<file path="config.mk">
export PLATFORM = sky130hd
export DESIGN_NAME = audio_pwm_out
export DESIGN_NICKNAME = d
export VERILOG_FILES = /design/src/rtl/audio_pkg.sv /design/src/rtl/audio_fifo.sv /design/src/rtl/audio_pwm_out.sv
export SDC_FILE = /design/constraint.sdc
export NUM_CORES = 1
export LEC_CHECK = 0
export ABC_AREA = 1
export CAP_MARGIN = 0
export CELL_PAD_IN_SITES_DETAIL_PLACEMENT = 0
export CELL_PAD_IN_SITES_GLOBAL_PLACEMENT = 1
export CORE_MARGIN = 2
export CORE_UTILIZATION = 35
export CTS_BUF_LIST = sky130_fd_sc_hd__clkbuf_8 sky130_fd_sc_hd__clkbuf_16
export DETAILED_ROUTE_END_ITERATION = 10
export HOLD_SLACK_MARGIN = 0.12
export PLACE_DENSITY = 0.78
export SLEW_MARGIN = 20
export SYNTH_ARGS = -nofsm -noshare
export SYNTH_HDL_FRONTEND = slang
export SYNTH_SLANG_ARGS = --single-unit
</file>
<file path="constraint.sdc">
create_clock -name clk -period 2.5 [get_ports clk]
set_input_delay 0.25 -clock clk [delete_from_list [all_inputs] [get_ports clk]]
set_output_delay 0.25 -clock clk [all_outputs]
set_load 0.02 [all_outputs]
</file>
<file path="src/rtl/audio_pkg.sv">
// Shared defaults and sample-field layout for the audio PWM sink.
package audio_pkg;

    localparam int unsigned DefSamplePeriod = 2268;
    localparam int unsigned DefPwmBits      = 8;
    localparam int unsigned DefFifoDepth    = 4;

    localparam int unsigned SampleW   = 16;
    localparam int unsigned SampleMsb = 15;
    localparam int unsigned SampleLsb = 0;

    typedef logic [SampleW-1:0] sample_t;

endpackage

</file>
<file path="src/rtl/audio_fifo.sv">
// Power-of-two sample FIFO; ready_o is a registered "not full" derived from the next level.
module audio_fifo
    import audio_pkg::*;
#(
    parameter int unsigned Depth = DefFifoDepth
) (
    input  logic                   clk_i,
    input  logic                   rst_ni,
    input  logic                   push_i,
    input  sample_t                wdata_i,
    input  logic                   pop_i,
    output sample_t                rdata_o,
    output logic                   empty_o,
    output logic                   ready_o,
    output logic [$clog2(Depth):0] level_o
);

    localparam int unsigned     AddrW   = $clog2(Depth);
    localparam int unsigned     LvlW    = AddrW + 1;
    localparam logic [LvlW-1:0] LvlFull = LvlW'(Depth);

    sample_t          mem_q [Depth];
    logic [AddrW-1:0] wptr_q, wptr_d;
    logic [AddrW-1:0] rptr_q, rptr_d;
    logic [LvlW-1:0]  level_q, level_d;
    logic             ready_q, ready_d;
    logic             do_push, do_pop;

    always_comb begin
        do_push = push_i && (level_q != LvlFull);
        do_pop  = pop_i && (level_q != '0);
        wptr_d  = do_push ? wptr_q + AddrW'(1) : wptr_q;
        rptr_d  = do_pop ? rptr_q + AddrW'(1) : rptr_q;
        level_d = level_q + LvlW'(do_push) - LvlW'(do_pop);
        ready_d = (level_d != LvlFull);
    end

    always_ff @(posedge clk_i or negedge rst_ni) begin
        if (!rst_ni) begin
            wptr_q  <= '0;
            rptr_q  <= '0;
            level_q <= '0;
            ready_q <= 1'b0;
        end else begin
            wptr_q  <= wptr_d;
            rptr_q  <= rptr_d;
            level_q <= level_d;
            ready_q <= ready_d;
        end
    end

    // Storage needs no reset: pointers and level discard stale contents.
    always_ff @(posedge clk_i) begin
        if (do_push) begin
            mem_q[wptr_q] <= wdata_i;
        end
    end

    assign rdata_o = mem_q[rptr_q];
    assign empty_o = (level_q == '0);
    assign ready_o = ready_q;
    assign level_o = level_q;

endmodule

</file>
<file path="src/rtl/audio_pwm_out.sv">
// Audio stream sink: buffers samples, releases one per sample period and drives a 1-bit PWM pin.
module audio_pwm_out
    import audio_pkg::*;
#(
    parameter int unsigned SAMPLE_PERIOD = DefSamplePeriod,
    parameter int unsigned PWM_BITS      = DefPwmBits,
    parameter int unsigned FIFO_DEPTH    = DefFifoDepth
) (
    input  logic                        clk,
    input  logic                        rst,
    input  logic [31:0]                 input_audio,
    input  logic                        input_audio_stb,
    output logic                        input_audio_ack,
    output logic                        audio_pwm,
    output logic                        audio_sd,
    output logic [15:0]                 underrun_count,
    output logic [$clog2(FIFO_DEPTH):0] fifo_level
);

    localparam int unsigned         SpW      = (SAMPLE_PERIOD > 1) ? $clog2(SAMPLE_PERIOD) : 1;
    localparam logic [SpW-1:0]      SpMax    = SpW'(SAMPLE_PERIOD - 1);
    localparam logic [PWM_BITS-1:0] PwmMax   = '1;
    localparam logic [PWM_BITS-1:0] MidScale = {1'b1, {(PWM_BITS - 1){1'b0}}};

    logic [SpW-1:0]      sp_cnt_q, sp_cnt_d;
    logic [PWM_BITS-1:0] pwm_cnt_q, pwm_cnt_d;
    logic [PWM_BITS-1:0] pending_q, pending_d;
    logic [PWM_BITS-1:0] duty_q, duty_d;
    logic [PWM_BITS-1:0] head_duty;
    logic                sd_q, sd_d;
    logic [15:0]         uc_q, uc_d;
    logic                tick, pwm_wrap, push;
    logic                fifo_empty, fifo_ready;
    sample_t             fifo_head;
    logic                unused_hi_bits;

    assign unused_hi_bits = ^input_audio[31:SampleW];
    assign push           = input_audio_stb && fifo_ready;

    audio_fifo #(
        .Depth (FIFO_DEPTH)
    ) u_fifo (
        .clk_i   (clk),
        .rst_ni  (rst),
        .push_i  (push),
        .wdata_i (input_audio[SampleMsb:SampleLsb]),
        .pop_i   (tick),
        .rdata_o (fifo_head),
        .empty_o (fifo_empty),
        .ready_o (fifo_ready),
        .level_o (fifo_level)
    );

    // Flipping the sign bit turns the top bits of a two's-complement sample into offset binary.
    assign head_duty = fifo_head[SampleMsb -: PWM_BITS] ^ MidScale;

    always_comb begin
        tick      = (sp_cnt_q == SpMax);
        sp_cnt_d  = tick ? '0 : sp_cnt_q + SpW'(1);
        pwm_wrap  = (pwm_cnt_q == PwmMax);
        pwm_cnt_d = pwm_cnt_q + PWM_BITS'(1);
        pending_d = pending_q;
        if (tick && !fifo_empty) begin
            pending_d = head_duty;
        end
        duty_d = pwm_wrap ? pending_q : duty_q;
        sd_d   = sd_q | push;
        uc_d   = uc_q;
        if (tick && fifo_empty && sd_q && (uc_q != 16'hFFFF)) begin
            uc_d = uc_q + 16'd1;
        end
    end

    always_ff @(posedge clk or negedge rst) begin
        if (!rst) begin
            sp_cnt_q  <= '0;
            pwm_cnt_q <= '0;
            pending_q <= MidScale;
            duty_q    <= MidScale;
            sd_q      <= 1'b0;
            uc_q      <= '0;
        end else begin
            sp_cnt_q  <= sp_cnt_d;
            pwm_cnt_q <= pwm_cnt_d;
            pending_q <= pending_d;
            duty_q    <= duty_d;
            sd_q      <= sd_d;
            uc_q      <= uc_d;
        end
    end

    assign input_audio_ack = fifo_ready;
    assign audio_sd        = sd_q;
    assign audio_pwm       = (pwm_cnt_q < duty_q) && sd_q;
    assign underrun_count  = uc_q;

endmodule

</file>
* Word-level counts from Yosys, hierarchy flattened
Memories as Yosys holds them, arrays and structs flattened.
Cells that the tools add are included.
** Storage, ports and cells
- Register bits after elaboration :: 61
- Bits in latches :: 0
- RAM bits :: 64
- Bits in read-only memories :: 0
- Input bits :: 35
- Output and inout bits :: 22
- Logic and storage cells :: 40
- Memories kept :: 1
** Cells by class
- Add/sub/neg operators :: 7
- $mul :: 0
- Divide/modulo/power cells :: 0
- $lt $le $gt $ge :: 1
- Equal/unequal tests :: 5
- Shift operators :: 0
- Muxes and demuxes :: 3
- Bitwise gates (word level) :: 2
- Reduce and logical (&&, ||, !) cells :: 11
** Memories
- u_fifo.mem_q :: depth 4, width 16, rd ports 1, clocked after memory_dff 0, wr ports 1, line audio_fifo.sv:22 : sample_t mem_q [Depth];
** Operator list (count)
- $add 16x1->16 const B :: 1
- $ne 16x16->1 const B :: 1
- $add 12x1->12 const B :: 1
- $eq 12x12->1 const B :: 1
- $mux 12 :: 1
- $add 8x1->8 const B :: 1
- $eq 8x8->1 const B :: 1
- $logic_and 1x1->1 :: 8
- $lt 8x8->1 :: 1
- $ne 3x3->1 const B :: 2
- $add 2x1->2 const B :: 2
- $add 3x1->3 :: 1
- $logic_not 3->1 :: 1
- $reduce_bool 3->1 :: 1
- $sub 3x1->3 :: 1
- $mux 1 :: 2
- $logic_not 1->1 :: 1
- $not 1->1 :: 1
- $or 1x1->1 :: 1

* Logic depth before layout (Yosys ltp)
Gate-level depths: netlist (run 1).
- Depth in word-level cells :: 5
- Mapped depth :: 11
- Mapped depth without buffers :: 11

* By module
Synthesis (run 1) repeated with hierarchy kept, for this count alone.
** Unflattened totals
- Cells, all modules :: 641
- Area total of the unflattened synthesis :: 5977.0 µm²
** Modules (own cells, without submodules)
- audio_fifo :: times used 1, cells an instance 270, area each 3037.9 µm², sequential area each 2122.0 µm²
- audio_pwm_out :: times used 1, cells an instance 371, area each 2939.1 µm², sequential area each 1328.8 µm²

* Worst setup path after synthesis (run 1)
OpenSTA, ideal clock, no wires.
- Path type :: reg-to-reg
- Start :: reg u_fifo.level_q[1] (netlist: u_fifo.level_o[1])
- End :: reg u_fifo.ready_q (netlist: u_fifo.ready_o)
- Library setup time :: 0.124 ns
- Data arrival time :: 2.005 ns
- Required time :: 2.376 ns
- Slack :: 0.371 ns
- Stages on the path, launching flop included :: 9
- Buffers on the path :: 0
- Clock period less this slack :: 2.129 ns
- Path through :: dfrtp_1 -> nor3_4 -> nor2_1 -> ha_1 -> inv_1 -> ha_1 -> fa_1 -> xor2_1 -> nand2_1
** On the way
- Elaborated cells on any way between the ends :: 7
- Classes of those cells :: add/sub (2); eq/ne (2); reduce/logical (3)
** RTL lines
- from (decl) :: line audio_fifo.sv:25 : logic [LvlW-1:0] level_q, level_d;
- from (signal assigned) :: line audio_fifo.sv:47 : level_q <= level_d;
- $reduce_bool 3->1 :: line audio_fifo.sv:31 : do_pop = pop_i && (level_q != '0);
- $logic_and 1x1->1 :: line audio_fifo.sv:31
- named net u_fifo.do_pop :: line audio_fifo.sv:27 : logic do_push, do_pop;
- $sub 3x1->3 :: line audio_fifo.sv:34 : level_d = level_q + LvlW'(do_push) - LvlW'(do_pop);
- named net u_fifo.level_d[2] :: line audio_fifo.sv:25
- $ne 3x3->1 :: line audio_fifo.sv:35 : ready_d = (level_d != LvlFull);
- named net u_fifo.ready_d :: line audio_fifo.sv:26 : logic ready_q, ready_d;
- to (signal assigned) :: line audio_fifo.sv:48 : ready_q <= ready_d;
- to (decl) :: line audio_fifo.sv:26
The timed path passes the listed nets, and every way through them passes these cells.
A chain may end at the register's enable or synchronous reset.

* Worst setup path after layout (run 1)
- Start :: reg sp_cnt_q[0]
- End :: reg u_fifo.ready_q (netlist: u_fifo.ready_o)
** On the way
- Longest elaborated chain between the ends :: 4
** Ends and longest elaborated chain
- from (decl) :: line audio_pwm_out.sv:25 : logic [SpW-1:0] sp_cnt_q, sp_cnt_d;
- from (signal assigned) :: line audio_pwm_out.sv:83 : sp_cnt_q <= sp_cnt_d;
- $eq 12x12->1 :: line audio_pwm_out.sv:58 : tick = (sp_cnt_q == SpMax);
- $logic_and 1x1->1 :: line audio_fifo.sv:31
- named net u_fifo.do_pop :: line audio_fifo.sv:27
- $sub 3x1->3 :: line audio_fifo.sv:34
- named net u_fifo.level_d[1] :: line audio_fifo.sv:25
- $ne 3x3->1 :: line audio_fifo.sv:35
- named net u_fifo.ready_d :: line audio_fifo.sv:26
The timed path passes the listed nets, and every way through them passes these cells.

==> results.json, run 1 <==
{
  "status": "finished clean",
  "yosysTopAreaCell": "dfrtp_1",
  "setup_viol": 0,
  "worstSetupPathType": "reg2reg",
  "synthesis.instances": 492,
  "met2_usage_pct": 22.0,
  "cts_buffers": 9,
  "end_kind": "flop",
  "p_per_area_mw_per_mm2": 675,
  "postSynth.asyncResetShare_pct": 65.6,
  "die_h_um": 117,
  "dr.pass1.iters": 4,
  "max_freq_ghz": 0.441,
  "yosysTopAreaCellShare_pct": 32.8,
  "ys_seq_area_share_pct": 55.3,
  "utilization_pct": 42.3,
  "synth.distinct_cells": 35,
  "internal-power_mw": 2.62,
  "synth_edf_count": 32,
  "rsz0062_at_grt": "false",
  "hpwl_um": 6090,
  "via_count": 3244,
  "nets": 586,
  "viasPerCell": 4.56,
  "fp.dieW_um": 117,
  "drive_gt1_share_pct": 7.61,
  "grt_pass1_wl_um": 15000,
  "tns_ns": 0,
  "clk_latency_ns": 0.34,
  "tightest_slew_ns": 0.782,
  "pwr-share-seq_pct": 50.5,
  "wl_per_cell_um": 12.2,
  "netlist_top_cells_area": "dfrtp_1 33%, edfxtp_1 21%, nand2_1 9.8%, inv_1 5.5%, nor2_1 4.8%",
  "start_util_pct": 35.8,
  "leakage_nw": 2.31,
  "syn_area_per_cell_um2": 9.16,
  "period_share_pct": 90.7,
  "period_needed_ns": 2.27,
  "worstReg2RegStart": "sp_cnt_q[0]",
  "critPathLaunchType": "flop",
  "r2r-end": "u_fifo.ready_o",
  "clk_pin_slew_worst_paths_ns": 0.07,
  "maxSlewViolCount": 0,
  "root_buffer": "clkbuf_16",
  "n_antenna_cell": 0,
  "final_common_cell": "nand2_1",
  "area_growth_pct": 17.9,
  "die-area_mm2": 0.0138,
  "finClkSkew_ns": 0.00867,
  "use_met3_pct": 2.87,
  "gr-total-overflow": 0,
  "worstHoldPathType": "reg2reg",
  "synth-seq-cells": 93,
  "peakVddDrop_mv": 0.559,
  "coreArea_mm2": 0.0126,
  "portBuffers": 32,
  "rows": 41,
  "drtIter0Drc": 203,
  "arrival_ns": 2.49,
  "cts_buffer_depth": 2,
  "rr_worst_depth": 11,
  "drc": 0,
  "use_met1_pct": 17.5,
  "cts_tree": "built",
  "wl_um": 8710,
  "cts_sinks": 93,
  "hold_violations": 0,
  "combPwrFrac_pct": 14.0,
  "critPathMaxFanout": 5,
  "busiest_layer": "met2",
  "pin_count": 57,
  "syn_nets": 544,
  "grt_max_degree": 62,
  "endpoint": "u_fifo.ready_o",
  "r2r_slack_ns": 0.23,
  "grt_pass1_vias": 3200,
  "clkPwrFrac_pct": 35.5,
  "ctsHtreeMaxLevel": 3,
  "switching_share_pct": 27.0,
  "relSlewSlack_pct": 47.9,
  "netSwitchingPower_uw": 970,
  "critical_path.startpoint": "sp_cnt_q[0]",
  "antenna_found_initial": 0,
  "max-cap-violations": 0,
  "grt_usage_pct": 13.6,
  "syn_area_mm2": 0.00450,
  "ant_nets": 0,
  "synthFlopType": "dfrtp_1",
  "mostFrequentLayoutCells": "117 x nand2_1, 67 x inv_1, 59 x dfrtp_1",
  "yosysWarnings": 0,
  "cp_data_required_time_ns": 2.72,
  "gp_congestion": 0.817
}
-- logic make-up after synthesis --
family | Yosys count | share of synthesized area, %
xor+xnor | 17 | 3.31
flops | 93 | 55.3
fa+ha+maj | 17 | 4.89
simple gates | 233 | 22.9
buf+inv | 76 | 6.86
compound gates | 56 | 6.72
-- critical path: stages, from the launching register on --
cell and delay (ns):
dfrtp_1 0.38, ha_1 0.25, nand2_1 0.07, nor3_1 0.15, nand3_1 0.13, nor2_1 0.11
ha_1 0.23, inv_1 0.06, ha_1 0.15, fa_1 0.43, nor2_1 0.12, nand2_1 0.06
-- registers in the layout, indices dropped and copies added, names as in the netlist --
signal,flops
u_fifo.ready_o,1
u_fifo.mem_q,32
audio_sd,1
u_fifo.level_o,3
pending_q,8
u_fifo.wptr_q,2
sp_cnt_q,12
u_fifo.rptr_q,2
duty_q,8
underrun_count,16
pwm_cnt_q,8
-- layer usage --
metal  wire length [um]  vias up
met5                  0        -
met4                158        0
met3                226       11
met2               4150       40
met1               4170     1515
li1                   -     1678
-- how the worst min path moves through the flow --
stage / from / to / slack [ns] / cells after the start
after CTS: duty_q[7] / duty_q[7] / 0.49 / 2
after global routing: duty_q[5] / duty_q[5] / 0.51 / 2
final: duty_q[7] / duty_q[7] / 0.49 / 2
after detailed placement: rst / underrun_count[14] / 0.47 / 2
after global placement: rst / underrun_count[14] / 0.46 / 2
after floorplan: rst / audio_sd / -0.05 / 0
-- layout make-up --
type | count | area (um2)
clock buffers | 9 | 225
clock inverters | 7 | 52.6
fillers | 1228 | 7260
inverters | 68 | 255
multi-input cells | 323 | 1710
flip-flops and latches | 93 | 2490
well taps | 172 | 215
repair buffers | 39 | 369
-- what timing repair did --
action,in CTS,in global routing
setup buffers,0,0
hold endpoints to repair,59,0
setup endpoints to repair,1,0
hold buffers,1,0
resized for setup,1,0
-- stage by stage --
stage | area [um2] | hold WS (ns) | power [mW] | std cells | setup WS [ns]
after floorplan | 4500 | -0.0456 | 2.12 | 492 | 0.371
after global placement | 5030 | 0.460 | 2.33 | 694 | 0.294
after detailed placement | 5030 | 0.470 | 2.35 | 694 | 0.261
after CTS | 5310 | 0.491 | 3.64 | 711 | 0.214
after global routing | 5310 | 0.506 | 3.78 | 711 | 0.0368
final | 5310 | 0.485 | 3.59 | 711 | 0.234
-- cells in the mapped netlist, types with 3 or more instances --
| master | count |
|---|---|
| nand2_1 | 117 |
| inv_1 | 66 |
| dfrtp_1 | 59 |
| nor2_1 | 57 |
| edfxtp_1 | 32 |
| nand3_1 | 29 |
| o21ai_0 | 28 |
| ha_1 | 16 |
| xor2_1 | 12 |
| nand4_1 | 10 |
| a21oi_1 | 9 |
| o21ai_1 | 7 |
| o22ai_1 | 7 |
| xnor2_1 | 5 |
| nor2_2 | 4 |
| clkbuf_1 | 3 |
| nand2_2 | 3 |
| nand3b_1 | 3 |
| nor3_1 | 3 |
-- power by group through the flow --
stage	registers (mW)	logic, mW	clock network (mW)
floorplan	1.86	0.260	0
global placement	1.84	0.492	0
detailed placement	1.84	0.508	0
CTS	1.81	0.511	1.32
global route	1.83	0.572	1.38
finish	1.81	0.502	1.28
Power figures use the tool's default switching activity.
==> inputs of run 2 (changes only) <==
- CELL_PAD_IN_SITES_DETAIL_PLACEMENT: 0 -> 1
- REMOVE_ABC_BUFFERS: unset -> 1
- TNS_END_PERCENT: unset -> 20
==> results.json, run 2 (synthesized netlist as in run 1, its figures left out) <==
{
  "status": "finished clean",
  "largest_register_ff_count": 32,
  "gp_congestion": 0.784,
  "critPathLaunchType": "flop",
  "multi_input_area_mm2": 0.00172,
  "start_util_pct": 35.8,
  "cts_buffer_depth": 2,
  "cts_tree": "built",
  "fill_cells": 1477,
  "post-cts-setup-buffer-count": 0,
  "cts_sinks": 93,
  "slowest_stage": "dfrtp_1",
  "placed_area_mm2": 0.00503,
  "die_h_um": 117,
  "grt_max_degree": 24,
  "rr_worst_depth": 11,
  "via_count": 3382,
  "relSlewSlack_pct": 57.2,
  "top_register": "u_fifo.mem_q",
  "crit_family": "flip-flops",
  "path_depth": 8,
  "n_antenna_cell": 0,
  "netSwitchingPower_mw": 1.03,
  "crit_buf_inv": 1,
  "dr.pass1.iters": 4,
  "worstSetupPathType": "reg2out",
  "pwr-share-seq_pct": 49.5,
  "worstHoldPathType": "in2async",
  "combPwrFrac_pct": 13.8,
  "register_area_mm2": 0.00249,
  "dp.cells": 695,
  "area_growth_pct": 18.7,
  "period_needed_ns": 2.28,
  "grt_pass1_wl_um": 17600,
  "cp_common_cell": "nand2_1",
  "finalNonFillerCells": 712,
  "leakage_nw": 2.31,
  "mostFrequentLayoutCells": "117 x nand2_1, 66 x inv_1, 59 x dfrtp_1",
  "final_area_mm2": 0.00535,
  "finClkSkew_ns": 0.00798,
  "drc": 0,
  "viasPerCell": 4.75,
  "critPathMaxFanout": 4,
  "root_buffer": "clkbuf_16",
  "rsz0062_at_grt": "false",
  "cp_cell_sequence": "ha_1 > a21boi_0 > o21bai_1 > nand2_1 > nand2_1 > nand2_1 > nor2_1 > dlygate4sd2_1",
  "worstReg2RegStart": "sp_cnt_q[0]",
  "maxSlewViolCount": 0,
  "clkPwrFrac_pct": 36.7,
  "switching_share_pct": 28.1,
  "grt_pass1_vias": 3583,
  "max_freq_ghz": 0.438,
  "grt_usage_pct": 16.1,
  "gr-total-overflow": 0,
  "drtIter0Drc": 182,
  "end_kind": "output port",
  "drive_gt1_share_pct": 8.33,
  "p_per_area_mw_per_mm2": 686,
  "tns_ns": 0,
  "portBuffers": 32,
  "die-area_mm2": 0.0138,
  "wl_um": 9840,
  "period_share_pct": 91.4,
  "ctsHtreeMaxLevel": 3,
  "clk_latency_ns": 0.36,
  "setup_viol": 0,
  "endpoint": "audio_pwm",
  "r2r_slack_ns": 0.23,
  "hpwl_um": 7050,
  "wl_per_cell_um": 13.8,
  "pin_count": 57,
  "arrival_ns": 2.03,
  "ant_nets": 0,
  "cp_data_required_time_ns": 2.25,
  "max-cap-violations": 0,
  "peakVddDrop_mv": 0.600,
  "clk_pin_slew_worst_paths_ns": 0.07,
  "antenna_found_initial": 0,
  "nets": 587,
  "tightest_slew_ns": 0.641,
  "hold_violations": 0,
  "coreArea_mm2": 0.0126,
  "r2r-end": "u_fifo.ready_o",
  "cp_slowest_stage_delay_ns": 0.43,
  "critical_path.startpoint": "pwm_cnt_q[1]",
  "internal-power_mw": 2.63,
  "rows": 41,
  "final_common_cell": "nand2_1",
  "cts_buffers": 9,
  "fp.dieW_um": 117
}
[run 2: how the worst min path moves through the flow]
| stage | depth (start not counted) | to | slack, ns | startpoint |
|---|---|---|---|---|
| floorplan | 0 | audio_sd | -0.05 | rst |
| global placement | 1 | pending_q[2] | 0.28 | rst |
| detailed placement | 1 | pending_q[2] | 0.30 | rst |
| CTS | 2 | duty_q[2] | 0.43 | rst |
| global route | 2 | duty_q[2] | 0.49 | rst |
| finish | 2 | duty_q[2] | 0.42 | rst |
[run 2: metal layers]
layer  routed length [um]  share of wire (%)  global-route usage [%]  up-vias
met1                 4380                 45                    19.4     1658
met3                  256                2.6                    3.89       14
li1                     -                  -                       -     1676
met4                  214                2.2                    6.93        0
met2                 4980                 51                    27.4       34
met5                    0                  0                       0        -
[run 2: power groups by stage]
stage,clock network (mW),logic (mW),registers [mW]
after global routing,1.45,0.575,1.83
after detailed placement,0,0.515,1.84
final,1.35,0.507,1.81
after CTS,1.40,0.521,1.82
after global placement,0,0.492,1.83
after floorplan,0,0.260,1.86
[run 2: area by class of cell]
class | count | area share, %
Inverter | 68 | 4.77
Tap cell | 172 | 4.03
Timing Repair Buffer | 40 | 7.04
Sequential cell | 93 | 46.6
Multi-Input combinational cell | 323 | 32.2
Clock buffer | 9 | 4.21
Clock inverter | 7 | 1.19
[run 2: repair_timing]
item	in CTS	in global routing
setup endpoints to repair	1	1
pin swaps	0	2
hold buffers	1	0
gates resized for setup	1	3
endpoints found under the hold margin	21	0
[run 2: metrics by stage]
| step | util, % | hold WS [ns] | power [mW] | setup slack (ns) |
|---|---|---|---|---|
| finish | 42.5 | 0.423 | 3.67 | 0.216 |
| global route | 42.5 | 0.492 | 3.85 | 0.00372 |
| CTS | 42.4 | 0.432 | 3.73 | 0.122 |
| detailed placement | 40.0 | 0.296 | 2.36 | 0.166 |
| global placement | 40.0 | 0.284 | 2.33 | 0.244 |
| floorplan | - | -0.0456 | 2.12 | 0.371 |
